[config.mk]
export PLATFORM = sky130hd
export DESIGN_NAME = arbiter_rr_stream_flat
export DESIGN_NICKNAME = d
export VERILOG_FILES = /design/src/rtl/arbiter_rr_stream_pkg.sv /design/src/rtl/arbiter_rr_stream_if.sv /design/src/rtl/arbiter_rr_stream_pick.sv /design/src/rtl/arbiter_rr_stream.sv /design/src/flat_wrapper.sv
export SDC_FILE = /design/constraint.sdc
export NUM_CORES = 1
export LEC_CHECK = 0
export BUFFER_PORTS_ARGS = -buffer_cell sky130_fd_sc_hd__buf_2
export CORE_AREA = 2 2 126 128
export CTS_CLUSTER_SIZE = 30
export DETAILED_ROUTE_END_ITERATION = 8
export DIE_AREA = 0 0 128 130
export GPL_ROUTABILITY_DRIVEN = 0
export HOLD_SLACK_MARGIN = 0.1
export PLACE_DENSITY = 0.59
export SETUP_SLACK_MARGIN = 0.1
export SYNTH_ARGS = -nofsm -noshare
export SYNTH_HDL_FRONTEND = slang
export SYNTH_SLANG_ARGS = --single-unit
[constraint.sdc]
create_clock -name clk -period 3.2 [get_ports clk]
set_input_delay 0.32 -clock clk [delete_from_list [all_inputs] [get_ports clk]]
set_output_delay 0.32 -clock clk [all_outputs]
set_load 0.02 [all_outputs]
[src/rtl/arbiter_rr_stream_pkg.sv]
// Shared types for the round-robin stream arbiter: lock FSM states and the grant index width helper.
package arbiter_pkg;

  typedef enum logic {ARB, LOCK} arb_state_t;

  function automatic int id_width(int n);
    return (n > 1) ? $clog2(n) : 1;
  endfunction

endpackage

[src/rtl/arbiter_rr_stream_if.sv]
// Stream bundle between N requesters, the arbiter and the single shared consumer.
interface arbiter_rr_stream_if #(
  parameter int N          = 8,
  parameter int DATA_WIDTH = 32
);
  import arbiter_pkg::*;
  localparam int ID_WIDTH = id_width(N);

  logic [N-1:0]            in_valid;
  logic [N-1:0]            in_ready;
  logic [N*DATA_WIDTH-1:0] in_data;
  logic [N-1:0]            in_last;
  logic                    out_valid;
  logic                    out_ready;
  logic [DATA_WIDTH-1:0]   out_data;
  logic                    out_last;
  logic [ID_WIDTH-1:0]     out_id;

  // arbiter side
  modport slave (
    input  in_valid, in_data, in_last, out_ready,
    output in_ready, out_valid, out_data, out_last, out_id
  );

  // requesters + consumer side
  modport master (
    output in_valid, in_data, in_last, out_ready,
    input  in_ready, out_valid, out_data, out_last, out_id
  );
endinterface

[src/rtl/arbiter_rr_stream_pick.sv]
// Combinational round-robin pick: first requester above ptr, else the lowest requester overall.
module rr_pick
  import arbiter_pkg::*;
#(
  parameter int N        = 8,
  parameter int ID_WIDTH = 3
) (
  input  logic [N-1:0]        req,
  input  logic [ID_WIDTH-1:0] ptr,
  output logic [N-1:0]        grant,
  output logic [ID_WIDTH-1:0] id
);
  logic [N-1:0] masked;
  logic [N-1:0] sel;

  always_comb begin
    masked = '0;
    for (int i = 0; i < N; i++) masked[i] = req[i] && (i > int'(ptr));
    sel = (|masked) ? masked : req;
    id  = '0;
    // downward scan leaves the lowest set bit in id
    for (int i = N - 1; i >= 0; i--) if (sel[i]) id = ID_WIDTH'(i);
    grant = (|sel) ? (N'(1) << id) : '0;
  end
endmodule

[src/rtl/arbiter_rr_stream.sv]
// N-to-1 round-robin stream arbiter with a registered output stage.
// Define ARBITER_RR_PACKET_LOCK_EN to hold the grant from first beat to in_last.
module arbiter_rr_stream
  import arbiter_pkg::*;
#(
  parameter int N          = 8,
  parameter int DATA_WIDTH = 32
) (
  input logic                clk,
  input logic                rst,
  arbiter_rr_stream_if.slave bus
);
  localparam int ID_WIDTH = id_width(N);

  logic [N-1:0][DATA_WIDTH-1:0] lane_data;
  logic [N-1:0]                 pick_grant, grant, ready;
  logic [ID_WIDTH-1:0]          pick_id, w, ptr;
  logic                         load_en, xfer, last_w;

  logic                  out_valid_q, out_last_q;
  logic [DATA_WIDTH-1:0] out_data_q;
  logic [ID_WIDTH-1:0]   out_id_q;

  for (genvar g = 0; g < N; g++) begin : g_lane
    assign lane_data[g] = bus.in_data[g*DATA_WIDTH +: DATA_WIDTH];
  end

  rr_pick #(.N(N), .ID_WIDTH(ID_WIDTH)) u_pick (
    .req  (bus.in_valid),
    .ptr  (ptr),
    .grant(pick_grant),
    .id   (pick_id)
  );

`ifdef ARBITER_RR_PACKET_LOCK_EN
  arb_state_t          state;
  logic [ID_WIDTH-1:0] lock_id;

  // a locked channel that drops valid stalls everyone rather than yielding
  always_comb begin
    if (state == LOCK) begin
      w     = lock_id;
      grant = (N'(1) << lock_id) & bus.in_valid;
    end else begin
      w     = pick_id;
      grant = pick_grant;
    end
  end

  always_ff @(posedge clk) begin
    if (rst) begin
      state   <= ARB;
      lock_id <= '0;
    end else if (xfer) begin
      if (last_w) state <= ARB;
      else begin
        state   <= LOCK;
        lock_id <= w;
      end
    end
  end
`else
  assign w     = pick_id;
  assign grant = pick_grant;
`endif

  assign load_en = !out_valid_q || bus.out_ready;
  assign ready   = (rst || !load_en) ? '0 : grant;
  assign xfer    = |ready;
  assign last_w  = bus.in_last[w];

  always_ff @(posedge clk) begin
    if (rst) begin
      out_valid_q <= 1'b0;
      out_data_q  <= '0;
      out_last_q  <= 1'b0;
      out_id_q    <= '0;
      ptr         <= ID_WIDTH'(N - 1);
    end else if (xfer) begin
      out_valid_q <= 1'b1;
      out_data_q  <= lane_data[w];
      out_last_q  <= last_w;
      out_id_q    <= w;
`ifdef ARBITER_RR_PACKET_LOCK_EN
      if (last_w) ptr <= w;
`else
      ptr <= w;
`endif
    end else if (bus.out_ready) begin
      out_valid_q <= 1'b0;
    end
  end

  assign bus.in_ready  = ready;
  assign bus.out_valid = out_valid_q;
  assign bus.out_data  = out_data_q;
  assign bus.out_last  = out_last_q;
  assign bus.out_id    = out_id_q;
endmodule

[src/flat_wrapper.sv]
// flat-port wrapper written by rule: the top's interface ports become plain ports
module arbiter_rr_stream_flat import arbiter_pkg::*;
#(
  parameter int N          = 8,
  parameter int DATA_WIDTH = 32
)
  (clk, rst, bus_in_valid, bus_in_data, bus_in_last, bus_out_ready, bus_in_ready, bus_out_valid, bus_out_data, bus_out_last, bus_out_id);
  arbiter_rr_stream_if #(.N(N), .DATA_WIDTH(DATA_WIDTH)) bus_i ();
  input logic clk;
  input logic rst;
  input wire logic [$bits(bus_i.in_valid)-1:0] bus_in_valid;
  input wire logic [$bits(bus_i.in_data)-1:0] bus_in_data;
  input wire logic [$bits(bus_i.in_last)-1:0] bus_in_last;
  input wire logic [$bits(bus_i.out_ready)-1:0] bus_out_ready;
  output wire logic [$bits(bus_i.in_ready)-1:0] bus_in_ready;
  output wire logic [$bits(bus_i.out_valid)-1:0] bus_out_valid;
  output wire logic [$bits(bus_i.out_data)-1:0] bus_out_data;
  output wire logic [$bits(bus_i.out_last)-1:0] bus_out_last;
  output wire logic [$bits(bus_i.out_id)-1:0] bus_out_id;
  assign bus_i.in_valid = bus_in_valid;
  assign bus_i.in_data = bus_in_data;
  assign bus_i.in_last = bus_in_last;
  assign bus_i.out_ready = bus_out_ready;
  assign bus_in_ready = bus_i.in_ready;
  assign bus_out_valid = bus_i.out_valid;
  assign bus_out_data = bus_i.out_data;
  assign bus_out_last = bus_i.out_last;
  assign bus_out_id = bus_i.out_id;
  arbiter_rr_stream #(.N(N), .DATA_WIDTH(DATA_WIDTH)) u_core (.clk(clk), .rst(rst), .bus(bus_i));
endmodule
[After elaboration in Yosys (flattened, before gate mapping)]
Cells that the tools add are included.
Storage, ports and cells
  flip-flop bits (word level): 40
  logic and storage cells: 46
  input port bits: 275
  output and inout bits: 45
Operators by class
  magnitude comparators: 8
  multiplexer cells: 17
  shift-type cells: 1
  reduce and logical (&&, ||, !) cells: 15
Operators by type and width (number)
  binary-select mux 32 bit (select 3 bit): 1
  2-to-1 mux 32 bit: 1
  2-to-1 mux 3 bit: 8
  2-to-1 mux 8 bit: 3
  OR reduction 8 bit: 2
  greater-than comparator 3 bit (first input constant): 4
  << shifter 1 x 3 -> 8 bit (first input constant): 1
  logical AND 1 bit: 7
  OR reduction 7 bit: 1
  greater-than comparator 2 x 3 -> 1 bit (first input constant): 2
  less-than comparator 3 x 4 -> 1 bit (second input constant): 1
  binary-select mux 1 bit (select 3 bit): 1
  greater-than comparator 1 x 3 -> 1 bit (first input constant): 1
  2-to-1 mux 1 bit: 3
  logical NOT 1 bit: 2
  logical OR 1 bit: 2
  nonzero test 2 bit: 1

[Logic depth before layout (Yosys ltp)]
  depth after elaboration: 17
  gate-level depth with buffers: 12
  mapped depth without buffers: 9

[By module]
Synthesis repeated with hierarchy kept, for this count alone.
Unflattened totals
  cells, all modules: 399
  area, all modules: 3719.8 um2
By module, submodules not included
  arbiter_rr_stream: times used 1, sequential area each 800.8 um2, cells each 340, area an instance 3288.2 um2
  rr_pick: times used 1, sequential area each 0.0 um2, cells each 59, area an instance 431.7 um2

[Least setup slack after synthesis]
OpenSTA, ideal clock, no wires.
  path type: register -> output
  start: register u_core.ptr[1]
  end: output port bus_in_ready[4]
  path buffers: 1
  stages on the path, launching flop included: 9
  required time: 2880 ps
  arrival time: 2370 ps
  setup slack: 510 ps
  path through: dfxtp_1 > buf_2 > and2_4 > a211o_1 > and2_4 > a221o_1 > nor2_1 > inv_1 > nor3_1
On the way
  cells in the longest elaborated chain, start to end: 15
  elaborated cells between the ends (all ways): 28
  classes of those cells: 7 x order compare; 1 x shift; 11 x mux; 9 x reduce/logical
Ends and longest elaborated chain
  start, declared: line arbiter_rr_stream.sv:17  | logic [ID_WIDTH-1:0] pick_id, w, ptr;
  start signal, assigned: line arbiter_rr_stream.sv:78  | ptr <= ID_WIDTH'(N - 1);
  start signal, assigned: line arbiter_rr_stream.sv:87  | ptr <= w;
  greater-than comparator 1 x 3 -> 1 bit, or another cell as far along: line arbiter_rr_stream_pick.sv:18  | for (int i = 0; i < N; i++) masked[i] = req[i] && (i > int'(ptr));
  logical AND 1 bit: line arbiter_rr_stream_pick.sv:18
  OR reduction 7 bit: line arbiter_rr_stream_pick.sv:19  | sel = (|masked) ? masked : req;
  2-to-1 mux 8 bit *: line arbiter_rr_stream_pick.sv:19
  2-to-1 mux 3 bit (8 in series): line arbiter_rr_stream_pick.sv:22  | for (int i = N - 1; i >= 0; i--) if (sel[i]) id = ID_WIDTH'(i);
  << shifter 1 x 3 -> 8 bit: line arbiter_rr_stream_pick.sv:23  | grant = (|sel) ? (N'(1) << id) : '0;
  2-to-1 mux 8 bit *: line arbiter_rr_stream_pick.sv:23
  2-to-1 mux 8 bit *: line arbiter_rr_stream.sv:68  | assign ready = (rst || !load_en) ? '0 : grant;
  end, declared: line flat_wrapper.sv:15  | output wire logic [$bits(bus_i.in_ready)-1:0] bus_in_ready;
Every way passes the cells marked *; elsewhere a longest branch is shown, timed or not.

[Final worst setup path]
  start: register u_core.ptr[2]
  end: output port bus_in_ready[7]
The elaborated chain is that of the path after synthesis.

==> results.py <==
metrics = {
    "setup_path": {
        "worst-endpoint-arrival_ns": 2.58,
        "worstPathMaxFanout": 26,
        "critPathKind": "reg2out",
        "ff2ff_setup_slack_ns": 0.42,
        "cp-start-kind": "register",
        "cp_slowest_stage_delay_ns": 0.49,
        "cp.required_ns": 2.88,
        "cp_cell_sequence": "nor3b_1 > a211oi_1 > o32ai_2 > a21oi_1 > a221o_4 > buf_12 > inv_1 > and3_1 > buf_2",
        "setup.worst_path.end_class": "output pin",
        "crit_slowest_cell": "sky130_fd_sc_hd__dfxtp_1",
    },
    "drt": {
        "wire_per_inst_um": 14.2,
        "drt-vias-per-instance": 4.71,
        "drt_drc_violations_left": 0,
        "drt-pass1-iter-count": 4,
        "routed_wirelength_um": 14000,
        "via_count": 4642,
        "ant_nets": 0,
        "initial_detailed_routing_violation_count": 147,
    },
    "global_routing": {
        "grt_start_max_net_pins": 93,
        "first_global_vias": 4266,
        "grtUsageTotal": 0.155,
        "first_pass_grt_wire_length_um": 20700,
        "grt.overflow.total": 0,
        "grt_antenna_before_repair": 0,
    },
    "logic_synthesis": {
        "synthesized_instance_count": 497,
        "yosysWarnings": 0,
        "number_of_enable_flip_flop_cells_after_synthesis": 0,
        "netlist_area_um2": 3950,
        "synth.net_count": 772,
        "post_synth.cell_area_avg_um2": 7.95,
        "synth_cell_types": 40,
        "synth_largest_type_area_fraction": 0.203,
        "synthTopCellsByArea": "sky130_fd_sc_hd__dfxtp_1, sky130_fd_sc_hd__mux2_2, sky130_fd_sc_hd__mux2i_1",
        "synth_seq_cells": 40,
        "ys.flop_type": "sky130_fd_sc_hd__dfxtp_1",
        "biggest_area_consumer_among_synthesized_cells": "sky130_fd_sc_hd__dfxtp_1",
        "ys_async_sr_fraction": 0,
        "synth_sequential_area_ratio": 0.203,
    },
    "finish": {
        "flow.area_growth_from_synthesis_pct": 50.3,
        "antenna-diode-count": 0,
        "fin_nets": 1068,
        "final_layout_size_suffix_gt1_frac": 0.528,
        "utilization_after_layout": 0.385,
    },
    "power_and_ir_drop": {
        "vdd_ir_drop_max_v": 0.000183,
        "powerDensity_nw_per_um2": 451,
        "cellLeakagePower_uw": 0.00313,
    },
    "timing": {
        "achievable-frequency_ghz": 0.345,
        "fin_crit_sh": 0.906,
        "finClkSkew_ns": 0.00301,
        "timing.final.crit_period_ns": 2.90,
        "hold_viol_final": 0,
        "grt_setup_unrepaired": "false",
        "timing.max_slew.rel_slack": 0.731,
        "setup_slack_ns": 0.302,
        "setup-tns-final_ns": 0,
        "timing_max_transition_violations_final": 0,
        "setup_violations": 0,
        "transition_time_of_the_tightest_slew_check_pin_ns": 0.404,
    },
    "floorplanning": {
        "die_y_um": 130,
        "initial_cell_density_of_the_core": 0.256,
        "std_cell_rows": 46,
        "core_um2": 15400,
        "dieWidth_um": 128,
        "num_io_pins": 320,
        "dieArea_um2": 16600,
    },
    "clock_network": {
        "post_cts_hold_buffers": 0,
        "cts_tree": "built",
        "htreeDepth": 2,
        "clk-insertion-delay-late_ns": 0.28,
        "cts_max_path_buffers": 2,
        "cts_num_sinks": 40,
        "clk_slew_on_worst_s_h_paths_ns": 0.06,
        "cts_buffer_count": 5,
        "cts-root-buf": "sky130_fd_sc_hd__clkbuf_16",
    },
    "run_status": {
        "outcome": "finished clean",
    },
    "placed_design": {
        "detailedPlace.worstSlack_ns": 0.416,
        "hpwl_um": 11400,
        "io_buffer_count": 319,
    },
    "hold_path": {
        "worst_hold_path_type": "in2reg",
    },
    "job": {
        "max_cap_viol_count": 0,
    },
}
## worst paths after layout
kind | from | cells past startpoint | to
max | u_core.ptr[2] | 9 | bus_in_ready[7]
min | rst | 2 | u_core.bus.out_valid
max reg2reg | u_core.ptr[2] | 10 | u_core.bus.out_data[25]
min reg2reg | u_core.bus.out_data[4] | 2 | u_core.bus.out_data[4]
## metrics by stage
step	power (µW)	std cells	hold WS, ns	area (µm²)
detailed placement	2170	977	0.435	5770
global route	2860	986	0.340	5940
finish	2670	986	0.340	5940
global placement	2170	977	0.430	5770
CTS	2700	985	0.336	5920
floorplan	1670	497	0.519	3950
## layer usage
layer	share of wire	global-route usage
met2	0.51	0.292
met5	0	0
met3	0.057	0.0267
met4	0.010	0.0330
met1	0.42	0.184
## synth_stat cells, drive strengths merged, types with 2 or more instances
library cell / number
a21oi: 8
o31ai: 2
a221o: 2
a211oi: 2
mux2i: 69
nor3: 5
nand2: 102
buf: 24
o22ai: 2
dfxtp: 40
nor2b: 4
nand3: 33
and3: 2
nor2: 13
o21ai: 6
clkbuf: 22
o211ai: 65
a22oi: 3
mux2: 65
nand2b: 5
inv: 6
and2: 5
a31oi: 2
nor3b: 2
## state kept, by name, indices dropped and copies added (netlist names)
signal	count
u_core.bus.out_data	32
u_core.bus.out_valid	1
u_core.bus.out_id	3
u_core.ptr	3
u_core.bus.out_last	1
## critical path, delay by kind of cell, from the launching register on
kind	cells	cell delay [ns]
compound gates	4	0.87
flops	1	0.49
buf+inv	3	0.49
simple gates	2	0.44
## layout make-up
type	count	area [µm²]
Multi-Input combinational cell	405	2950
Tap cell	192	240
Clock buffer	8	146
Fill cell	1633	9490
Sequential cell	40	801
Timing Repair Buffer	335	1780
Inverter	6	22.5
## cell usage in the layout, fill, tap and decap left out, types with 3 or more instances in the layout
cell / instances
sky130_fd_sc_hd__a21oi_1: 7
sky130_fd_sc_hd__nor2_1: 12
sky130_fd_sc_hd__a22oi_1: 3
sky130_fd_sc_hd__mux2_2: 65
sky130_fd_sc_hd__buf_4: 11
sky130_fd_sc_hd__nand2b_1: 5
sky130_fd_sc_hd__clkbuf_16: 5
sky130_fd_sc_hd__nand3_1: 33
sky130_fd_sc_hd__nor2b_1: 3
sky130_fd_sc_hd__nor3_1: 4
sky130_fd_sc_hd__nand2_1: 102
sky130_fd_sc_hd__buf_12: 5
sky130_fd_sc_hd__buf_2: 319
sky130_fd_sc_hd__o21ai_1: 4
sky130_fd_sc_hd__dfxtp_1: 40
sky130_fd_sc_hd__inv_1: 6
sky130_fd_sc_hd__o211ai_1: 65
sky130_fd_sc_hd__and2_4: 3
sky130_fd_sc_hd__mux2i_1: 69
## cell families (layout without fill, tap and decap cells)
kind of cell,Yosys count,after routing,synth area share
AO/OA/AOI/OAI,98,98,0.182
buffers and inverters,52,349,0.0595
flip-flops,40,40,0.203
multiplexers,134,134,0.360
AND/OR/NAND/NOR,173,173,0.196
## where the power goes
part	switching (µW)	internal [µW]
sequential	58.7	609
clock	205	312
combinational	794	696
## repair_timing
action,4_1_cts,5_1_grt
endpoints found under the hold margin,0,0
gates resized for setup,0,2
buffers inserted,0,1
endpoints found under the setup margin,0,3
(Power assumes the default switching activity.)
